<file path="src/rtl/guess_pkg.sv">
// Shared types and defaults for the number-guessing round controller.
package guess_pkg;

  typedef enum logic [1:0] {
    IDLE = 2'd0,
    PLAY = 2'd1,
    WON  = 2'd2,
    LOST = 2'd3
  } state_t;

  localparam int unsigned MAX_GUESSES_DEFAULT = 10;

endpackage : guess_pkg

</file>
<file path="src/rtl/guess_game_ctrl_if.sv">
// Round-control and guess handshake bundle between a player and the controller.
interface guess_game_ctrl_if #(
  parameter int unsigned W = 8
);

  logic         start;
  logic [W-1:0] secret;
  logic         guess_valid;
  logic [W-1:0] guess;
  logic         guess_ready;
  logic         play;
  logic [7:0]   totalGuesses;
  logic         too_high;
  logic         too_low;
  logic         win;
  logic         lose;
  logic         gameOver;

  modport slave (
    input  start, secret, guess_valid, guess,
    output guess_ready, play, totalGuesses, too_high, too_low, win, lose, gameOver
  );

  modport master (
    output start, secret, guess_valid, guess,
    input  guess_ready, play, totalGuesses, too_high, too_low, win, lose, gameOver
  );

endinterface : guess_game_ctrl_if

</file>
<file path="src/rtl/guess_counter.sv">
// 8-bit guess counter: synchronous clear has priority over increment.
module guess_counter (
  input  logic       clk,
  input  logic       rst_n,
  input  logic       i_clr,
  input  logic       i_inc,
  output logic [7:0] o_count
);

  logic [7:0] r_count;

  // NOTE: sequential state uses <= so every flop samples pre-edge values.
  always_ff @(posedge clk or negedge rst_n) begin
    if (!rst_n) begin
      r_count <= '0;
    end else if (i_clr) begin
      r_count <= '0;
    end else if (i_inc) begin
      r_count <= r_count + 8'd1;
    end
  end

  assign o_count = r_count;

endmodule : guess_counter

</file>
<file path="src/rtl/guess_game_ctrl.sv">
// Round FSM for a guessing game: holds the secret, grades guesses, declares win/lose.
module guess_game_ctrl
  import guess_pkg::*;
#(
  parameter int unsigned MAX_GUESSES = MAX_GUESSES_DEFAULT,
  parameter int unsigned W           = 8
) (
  input  logic             clk,
  input  logic             reset,
  guess_game_ctrl_if.slave io
);

  state_t       r_state;
  logic [W-1:0] r_secret;
  logic         r_too_high;
  logic         r_too_low;

  logic [7:0]   w_count;
  logic [8:0]   w_next_count;
  logic         w_accept;
  logic         w_match;
  logic         w_last;

  // start pre-empts a same-cycle guess, so it is never counted.
  assign w_accept     = io.guess_valid && (r_state == PLAY) && !io.start;
  assign w_match      = (io.guess == r_secret);
  assign w_next_count = {1'b0, w_count} + 9'd1;
  assign w_last       = (w_next_count >= 9'(MAX_GUESSES));

  guess_counter u_counter (
    .clk     (clk),
    .rst_n   (reset),
    .i_clr   (io.start),
    .i_inc   (w_accept),
    .o_count (w_count)
  );

  // NOTE: the secret is a single register, not a memory array, so it takes the async reset too.
  always_ff @(posedge clk or negedge reset) begin
    if (!reset) begin
      r_state    <= IDLE;
      r_secret   <= '0;
      r_too_high <= 1'b0;
      r_too_low  <= 1'b0;
    end else if (io.start) begin
      r_state    <= PLAY;
      r_secret   <= io.secret;
      r_too_high <= 1'b0;
      r_too_low  <= 1'b0;
    end else if (w_accept) begin
      if (w_match) begin
        r_state    <= WON;
        r_too_high <= 1'b0;
        r_too_low  <= 1'b0;
      end else begin
        if (w_last) begin
          r_state <= LOST;
        end
        r_too_high <= (io.guess > r_secret);
        r_too_low  <= (io.guess < r_secret);
      end
    end
  end

  assign io.guess_ready  = (r_state == PLAY);
  assign io.play         = (r_state == PLAY);
  assign io.win          = (r_state == WON);
  assign io.lose         = (r_state == LOST);
  assign io.gameOver     = (r_state == WON) || (r_state == LOST);
  assign io.too_high     = r_too_high;
  assign io.too_low      = r_too_low;
  assign io.totalGuesses = w_count;

endmodule : guess_game_ctrl

</file>
<file path="src/flat_wrapper.sv">
// flat-port wrapper written by rule: the top's interface ports become plain ports
module guess_game_ctrl_flat import guess_pkg::*;
#(
  parameter int unsigned MAX_GUESSES = MAX_GUESSES_DEFAULT,
  parameter int unsigned W           = 8
)
  (clk, reset, io_start, io_secret, io_guess_valid, io_guess, io_guess_ready, io_play, io_totalGuesses, io_too_high, io_too_low, io_win, io_lose, io_gameOver);
  guess_game_ctrl_if #(.W(W)) io_i ();
  input  logic clk;
  input  logic reset;
  input wire logic [$bits(io_i.start)-1:0] io_start;
  input wire logic [$bits(io_i.secret)-1:0] io_secret;
  input wire logic [$bits(io_i.guess_valid)-1:0] io_guess_valid;
  input wire logic [$bits(io_i.guess)-1:0] io_guess;
  output wire logic [$bits(io_i.guess_ready)-1:0] io_guess_ready;
  output wire logic [$bits(io_i.play)-1:0] io_play;
  output wire logic [$bits(io_i.totalGuesses)-1:0] io_totalGuesses;
  output wire logic [$bits(io_i.too_high)-1:0] io_too_high;
  output wire logic [$bits(io_i.too_low)-1:0] io_too_low;
  output wire logic [$bits(io_i.win)-1:0] io_win;
  output wire logic [$bits(io_i.lose)-1:0] io_lose;
  output wire logic [$bits(io_i.gameOver)-1:0] io_gameOver;
  assign io_i.start = io_start;
  assign io_i.secret = io_secret;
  assign io_i.guess_valid = io_guess_valid;
  assign io_i.guess = io_guess;
  assign io_guess_ready = io_i.guess_ready;
  assign io_play = io_i.play;
  assign io_totalGuesses = io_i.totalGuesses;
  assign io_too_high = io_i.too_high;
  assign io_too_low = io_i.too_low;
  assign io_win = io_i.win;
  assign io_lose = io_i.lose;
  assign io_gameOver = io_i.gameOver;
  guess_game_ctrl #(.MAX_GUESSES(MAX_GUESSES), .W(W)) u_core (.clk(clk), .reset(reset), .io(io_i));
endmodule
</file>
<file path="config.mk">
export PLATFORM = sky130hd
export DESIGN_NAME = guess_game_ctrl_flat
export DESIGN_NICKNAME = d
export VERILOG_FILES = /design/src/rtl/guess_pkg.sv /design/src/rtl/guess_game_ctrl_if.sv /design/src/rtl/guess_counter.sv /design/src/rtl/guess_game_ctrl.sv /design/src/flat_wrapper.sv
export SDC_FILE = /design/constraint.sdc
export NUM_CORES = 1
export LEC_CHECK = 0
export BUFFER_PORTS_ARGS = -buffer_cell sky130_fd_sc_hd__buf_2
export CORE_MARGIN = 10
export CORE_UTILIZATION = 45
export CTS_CLUSTER_DIAMETER = 40
export CTS_CLUSTER_SIZE = 25
export DETAILED_ROUTE_END_ITERATION = 10
export PLACE_DENSITY = 0.71
export SLEW_MARGIN = 20
export SYNTH_ARGS = -nofsm -noshare
export SYNTH_HDL_FRONTEND = slang
export SYNTH_SLANG_ARGS = --single-unit
export TNS_END_PERCENT = 10
</file>
<file path="constraint.sdc">
create_clock -name clk -period 1.85 [get_ports clk]
set_input_delay 0.2775 -clock clk [delete_from_list [all_inputs] [get_ports clk]]
set_output_delay 0.2775 -clock clk [all_outputs]
set_load 0.03 [all_outputs]
</file>
Word level (Yosys, flattened, before mapping)
Index checks and enable logic that the tools add are counted.
{"block": "word_totals", "ff_bits": 20, "input_bits": 20, "out_inout_bits": 15, "word_cells": 33}
{"block": "classes", "add_sub_neg": 2, "order_cmp": 3, "eq_ne": 4, "mux": 12, "n_reduce_logical": 7}
{"op": "8-bit 2-to-1 mux", "count": 2}
{"op": "8-bit by 1-bit adder with 9-bit output (second input constant)", "count": 1}
{"op": "9-bit by 4-bit greater-or-equal comparator with 1-bit output (second input constant)", "count": 1}
{"op": "8-bit by 1-bit adder with 8-bit output (second input constant)", "count": 1}
{"op": "8-bit equality test", "count": 1}
{"op": "8-bit greater-than comparator", "count": 1}
{"op": "8-bit less-than comparator", "count": 1}
{"op": "2-bit 2-to-1 mux", "count": 4}
{"op": "1-bit 2-to-1 mux", "count": 6}
{"op": "2-bit equality test (second input constant)", "count": 2}
{"op": "3-bit nonzero test", "count": 1}
{"op": "2-bit by 1-bit equality test with 1-bit output (second input constant)", "count": 1}
{"op": "1-bit logical AND", "count": 2}
{"op": "2-bit AND reduction", "count": 1}
{"op": "2-bit nonzero test", "count": 1}
{"op": "1-bit logical NOT", "count": 1}
{"op": "1-bit logical OR", "count": 1}

Longest topological paths before layout
Gate-level depths: netlist of the first run.
{"block": "depth", "depth_word": 6, "depth_mapped": 7}

Modules after synthesis
Synthesis of the first run repeated with hierarchy kept, for this count alone.
{"block": "hier_totals", "cells_unflattened": 122, "area_unflattened_um2": 1183.6}
{"mod": "guess_game_ctrl", "n_inst": 1, "cells_per_inst": 85, "area_each_um2": 787.0}
{"mod": "guess_counter", "n_inst": 1, "cells_per_inst": 37, "area_each_um2": 396.6}

Least setup slack after synthesis of the first run
OpenSTA, ideal clock, no wires.
{"block": "synth_timing", "path_kind": "reg2reg", "from": "reg u_core.u_counter.r_count[0] (netlist: u_core.u_counter.o_count[0])", "to": "reg u_core.r_state[1]", "setup_ps": 135, "t_arrival_ps": 1636, "setup_slack_ps": 79, "stages_incl_launch_ff": 7, "synth_period_minus_slack_ps": 1771, "cell_sequence": "dfrtp_1 ha_1 xnor2_1 nand3b_1 maj3_1 o21ai_0 a311oi_1"}
{"block": "synth_via", "elab_chain_len": 4}
{"element": "from (decl)", "line_no": "guess_counter.sv:10", "text": "logic [7:0] r_count;"}
{"element": "from (signal assigned)", "line_no": "guess_counter.sv:19", "text": "r_count <= r_count + 8'd1;"}
{"element": "8-bit by 1-bit adder with 9-bit output", "line_no": "guess_game_ctrl.sv:27", "text": "assign w_next_count = {1'b0, w_count} + 9'd1;"}
{"element": "9-bit by 4-bit greater-or-equal comparator with 1-bit output", "line_no": "guess_game_ctrl.sv:28", "text": "assign w_last = (w_next_count >= 9'(MAX_GUESSES));"}
{"element": "3-bit nonzero test (no source line)"}
{"element": "2-bit AND reduction (no source line)"}
{"element": "to (signal assigned)", "line_no": "guess_game_ctrl.sv:41", "text": "r_state <= IDLE;"}
{"element": "to (signal assigned)", "line_no": "guess_game_ctrl.sv:46", "text": "r_state <= PLAY;"}
{"element": "to (signal assigned)", "line_no": "guess_game_ctrl.sv:52", "text": "r_state <= WON;"}
{"element": "to (decl)", "line_no": "guess_game_ctrl.sv:13", "text": "state_t r_state;"}
No other way between the ends.
A chain may end at the register's enable or synchronous reset.

Worst setup path in the final report of the first run
Ends and elaborated chain as after synthesis.

==> results of run 1 <==
-- sequential cells by signal (all words and copies together), names as in the netlist --
| name | flops |
|---|---|
| u_core.io.too_high | 1 |
| u_core.r_secret | 8 |
| u_core.r_state | 2 |
| u_core.io.too_low | 1 |
| u_core.u_counter.o_count | 8 |
-- cell type report --
cell class              instances  area [um2]
clock buffers                   3       22.52
fillers                       240        1107
well taps                      30       37.54
flip-flops and latches         20       500.5
multi-input cells              89       610.6
inverters                       9       33.78
repair buffers                 36       187.7
-- metal layers --
| metal | wire [um] | up-vias | share of wire (%) |
|---|---|---|---|
| met2 | 1344 | 18 | 51 |
| li1 | - | 491 | - |
| met3 | 122 | 4 | 4.6 |
| met5 | 0 | - | 0 |
| met4 | 31 | 0 | 1.2 |
| met1 | 1139 | 460 | 43 |
-- report_power, final --
part	internal [mW]	leakage, nW	switching (mW)
registers	0.464	0.255	0.0185
clock network	0.0759	0.0138	0.131
logic	0.0803	0.436	0.121
total	0.620	0.705	0.271
-- repair_timing --
item | 4_1_cts | 5_1_grt
gates resized for setup | 0 | 1
endpoints found under the setup margin | 0 | 1
hold buffers | 1 | 0
endpoints found under the hold margin | 20 | 0
-- stage by stage --
stage | std cells | cell area [um2] | hold slack, ps
2_1_floorplan | 123 | 1185 | -18.09
3_3_place_gp | 183 | 1360 | 250.8
3_5_place_dp | 183 | 1360 | 253.8
4_1_cts | 187 | 1393 | 176.1
5_1_grt | 187 | 1393 | 166.7
6_report | 187 | 1393 | 178.0
-- final timing paths --
| kind | depth (start not counted) | slack (ps) | start | to |
|---|---|---|---|---|
| setup / recovery | 6 | 130 | u_core.u_counter.o_count[0] | u_core.r_state[1] |
| hold / removal | 3 | 180 | io_secret[4] | u_core.r_secret[4] |
| setup reg to reg | 6 | 130 | u_core.u_counter.o_count[0] | u_core.r_state[1] |
| hold reg to reg | 1 | 530 | u_core.r_secret[0] | u_core.r_secret[0] |
| max in group asynchronous | 2 | 1070 | reset | u_core.r_state[0] |
| min in group asynchronous | 2 | 470 | reset | u_core.r_secret[1] |
-- kinds of logic (layout without fill, tap and decap cells) --
family                     after synthesis  after routing  share of synthesized area (%)
AOI/OAI and AO/OA                       23             23                          11.83
xor gates and xnor gates                 8              8                          5.913
adders and majority gates               11             11                          11.40
and+or+nand+nor                         45             45                          20.59
muxes                                    2              2                          1.795
DFF                                     20             20                          42.24
buffers and inverters                   14             48                          6.230
-- critical path, stage by stage (launching register included) --
cell	delay, ps
dfrtp_1	450
ha_1	280
xnor2_1	170
nand3b_1	100
maj3_1	350
o21ai_1	150
a311oi_1	100
-- layout by cell type, fill, tap and decap left out, drive strengths merged, types with 2 or more instances in the layout --
cell,count
nor2,9
nand4,2
clkbuf,3
nor3,2
nand2,11
inv,9
nand3b,4
xnor2,4
ha,10
dfrtp,20
nand3,7
o21ai,11
a21oi,6
and3,2
xor2,4
nor2b,2
or3,4
buf,35
==> out/metrics.cfg, run 1 <==
[synth]
syn_inst=123
ys_ff_latch=20
syn_nets=153
avgSynthCellArea_um2=9.633
yosys.cell_count.top_type=dfrtp_1
synth_area_leaders=dfrtp_1, ha_1, o21ai_0
synth-edff-count=0
yosysTopAreaCell=dfrtp_1
ys_top_cells_by_count=dfrtp_1, nand2_1, o21ai_0
synthesis.area_um2=1185
ys_seq_area_share_pct=42.24
yosys_warnings=0
synthArstFlopShare_pct=100.0
yosysTopAreaCellShare_pct=42.24
yosysUniqueCellTypes=33
synthFlopType=dfrtp_1

[timing]
rsz0062_at_grt=no
fin_tns_setup_ps=0
fmax_mhz=581.5
setup_ws_ps=130.2
fin_worst_skew_ps=2.317
drv_slew=0
tightest_slew_ps=447.1
hold_viol=0
finalCritPeriodShare_pct=92.96
fin_crit_ps=1720
setup_viol=0
max_slew_margin_pct=70.19

[global_route]
grt_pass1_wl_um=4540
met3_usage_pct=3.581
grtUsageMet1_pct=11.41
grt_pass1_vias=1023
grt_usage_pct=10.83
grt-ovfl-total=0
antenna_found_initial=0
grt_max_degree=21
busiest_layer=met2
grtUsageMet2_pct=19.71

[worst_setup_path]
arrival_ps=1900
setup.worst_path.class=reg2reg
critPathLaunchType=register
critPathMaxFanout=6
cp_data_required_time_ps=2030
endpoint_kind=register

[placed_design]
place_ws_ps=106.8
dpl.hpwl_um=2100
gp_congestion=0.8083
portBuffers=34

[routing]
drtPass1Iterations=4
vias=973
via_per_inst=5.203
drc=0
drt_iter0_markers=35
routedWlPerCell_um=14.11
antenna_left=0
detail_route.wirelength_um=2638

[clock_network]
clk-insertion-delay-late_ps=300
clockBufferDepth=2
cts_setup_buffers=0
cts_sinks=20
cts_root_buffer=clkbuf_4
path_clk_slew_ps=110
cts_tree=done
cts_buffers=3
htreeDepth=1

[die]
num_rows=18
dieArea_um2=5086
die_w_um=71.32
core_area_um2=2500
start_util_pct=47.40
io_pins=35
fp.dieH_um=71.32

[worst_hold_path]
hold_class=in2reg

[cells_and_area]
nets=189
antenna_cells=0
final_util_pct=55.71
syn2layout_area_growth_pct=17.53
layout-drive-gt1-share_pct=26.75

[job]
drv_cap=0

[pwr]
ir_drop_mv=0.4991
power_density_nw_per_um2=639.6
p_total_mw=0.8907
leakagePower_nw=0.7052

[run_status]
status=finished clean

Power figures use the tool's default switching activity.
==> run 2, diff against run 1 <==
CORE_MARGIN = unset   (was 10)
==> run 2 against run 1 <==
Critical path depth unchanged. Global-route usage up 8.0 points. Total power down 0.79%. First-iteration DRC count down 74%. Sequential power about the same. Maximum frequency up 0.13%. Clock skew up 0.65 ps. Critical endpoint unchanged. Largest cell class unchanged. Largest power group unchanged.
==> out/metrics.cfg, run 2 (synthesis gave the netlist of run 1 again) <==
[worst_hold_path]
hold_class=in2reg

[worst_setup_path]
cp_cell_sequence=ha_1, xnor2_1, nand3b_1, maj3_1, o21ai_1, a311oi_1
setup.worst_path.class=reg2reg
max_stage_delay_ps=460
r2r_setup_slack_ps=130
cp_data_required_time_ps=2020
arrival_ps=1880
critPathLaunchType=register
endpoint_kind=register
cp_slowest_cell=dfrtp_2
critPathMaxFanout=6

[cells_and_area]
nets=188
fill_cells=239
layout-drive-gt1-share_pct=26.92
antenna_cells=0
syn2layout_area_growth_pct=17.00
layout_common_cells=buf_2, dfrtp_1, nand2_1
final_common_cell=buf_2

[pwr]
leakagePower_nw=0.6991
p_int_mw=0.6195
clkPwrFrac_pct=22.8
swShare_pct=29.90
p_total_mw=0.8838
switchingPower_mw=0.2643
ir_drop_mv=0.4240
power_density_nw_per_um2=637.5
seqPwrFrac_pct=54.5
p_comb_share_pct=22.7

[routing]
routedWlPerCell_um=12.39
antenna_left=0
drc=0
detail_route.wirelength_um=2305
met3_length_um=94
via_per_inst=5.317
dr_wl_met2_um=1157
m1WireLength_um=1038
drt_iter0_markers=9
drtPass1Iterations=4
top_layer=met4
vias=989

[clock_network]
cts_tree=done
cts_setup_buffers=0
path_clk_slew_ps=110
clockBufferDepth=2
cts_sinks=20
htreeDepth=1
cts_root_buffer=clkbuf_4
cts_buffers=3
clk-insertion-delay-late_ps=290

[global_route]
grt-ovfl-total=0
grt_pass1_wl_um=3808
antenna_found_initial=0
grt_max_degree=30
grt_pass1_vias=923
grt_usage_pct=18.79

[timing]
rsz0062_at_grt=no
fin_crit_ps=1717
finalCritPeriodShare_pct=92.84
tightest_slew_ps=458.3
drv_slew=0
fin_worst_skew_ps=2.962
setup_viol=0
fmax_mhz=582.2
setup_ws_ps=132.5
fin_tns_setup_ps=0
max_slew_margin_pct=69.45
hold_viol=0

[job]
drv_cap=0

[die]
core_area_um2=2477
start_util_pct=47.83
fp.dieH_um=53.32
dieArea_um2=2842
die_w_um=53.32
io_pins=35
num_rows=18

[run_status]
status=finished clean

[placed_design]
dpl.hpwl_um=1754
gp_congestion=0.8521
place_ws_ps=82.86
portBuffers=34

run 2: cell types whose count changed in the layout (fill, tap and decap cells not counted), sizes merged:
cell / delta
buf: -1
run 2: final timing paths:
path,cells after the start,endpoint,startpoint
max in group asynchronous,2,u_core.u_counter.o_count[0],reset
min in group asynchronous,2,u_core.r_secret[7],reset
setup / recovery,6,u_core.r_state[1],u_core.u_counter.o_count[0]
hold reg to reg,2,u_core.r_secret[4],u_core.r_secret[4]
hold / removal,3,u_core.r_secret[3],io_secret[3]
setup reg to reg,6,u_core.r_state[1],u_core.u_counter.o_count[0]
run 2: layer usage:
| metal | up-vias | GRT usage (%) |
|---|---|---|
| met5 | - | 0 |
| met4 | 0 | 7.018 |
| met3 | 2 | 3.448 |
| met2 | 22 | 33.96 |
| met1 | 475 | 21.48 |
| li1 | 490 | - |
run 2: layout make-up:
| cell class | instances | area [um2] | share of cell area [%] |
|---|---|---|---|
| Clock buffer | 3 | 22.52 | 1.625 |
| Sequential cell | 20 | 501.7 | 36.19 |
| Multi-Input combinational cell | 89 | 610.6 | 44.04 |
| Inverter | 9 | 33.78 | 2.437 |
| Timing Repair Buffer | 35 | 180.2 | 13.00 |
| Tap cell | 30 | 37.54 | 2.708 |
run 2: stage by stage:
step,util (%),cell area [um2],instances,hold WS (ps)
2_1_floorplan,-,1185,123,-18.09
3_3_place_gp,54.60,1353,182,248.5
3_5_place_dp,54.60,1353,182,255.9
4_1_cts,55.91,1385,186,174.5
5_1_grt,55.96,1386,186,172.9
6_report,55.96,1386,186,182.4
run 2: repair_timing:
action / 4_1_cts / 5_1_grt
hold buffers: 1 / 0
resized for setup: 0 / 2
hold endpoints to repair: 20 / 0
setup endpoints to repair: 0 / 1
run 2: worst max-delay path: cells and delay by family, from the launching register on:
kind	cells	cell delay (ps)
and+or+nand+nor	1	100
AOI/OAI and AO/OA	2	250
DFF	1	460
xor gates and xnor gates	1	170
adders and majority gates	2	630
run 2: power groups by stage:
stage          clock, mW  combinational, mW  sequential [mW]
5_1_grt            0.232              0.228            0.487
3_5_place_dp           0              0.201            0.491
4_1_cts            0.214              0.204            0.482
2_1_floorplan          0              0.119            0.507
6_report           0.202              0.200            0.482
3_3_place_gp           0              0.194            0.489
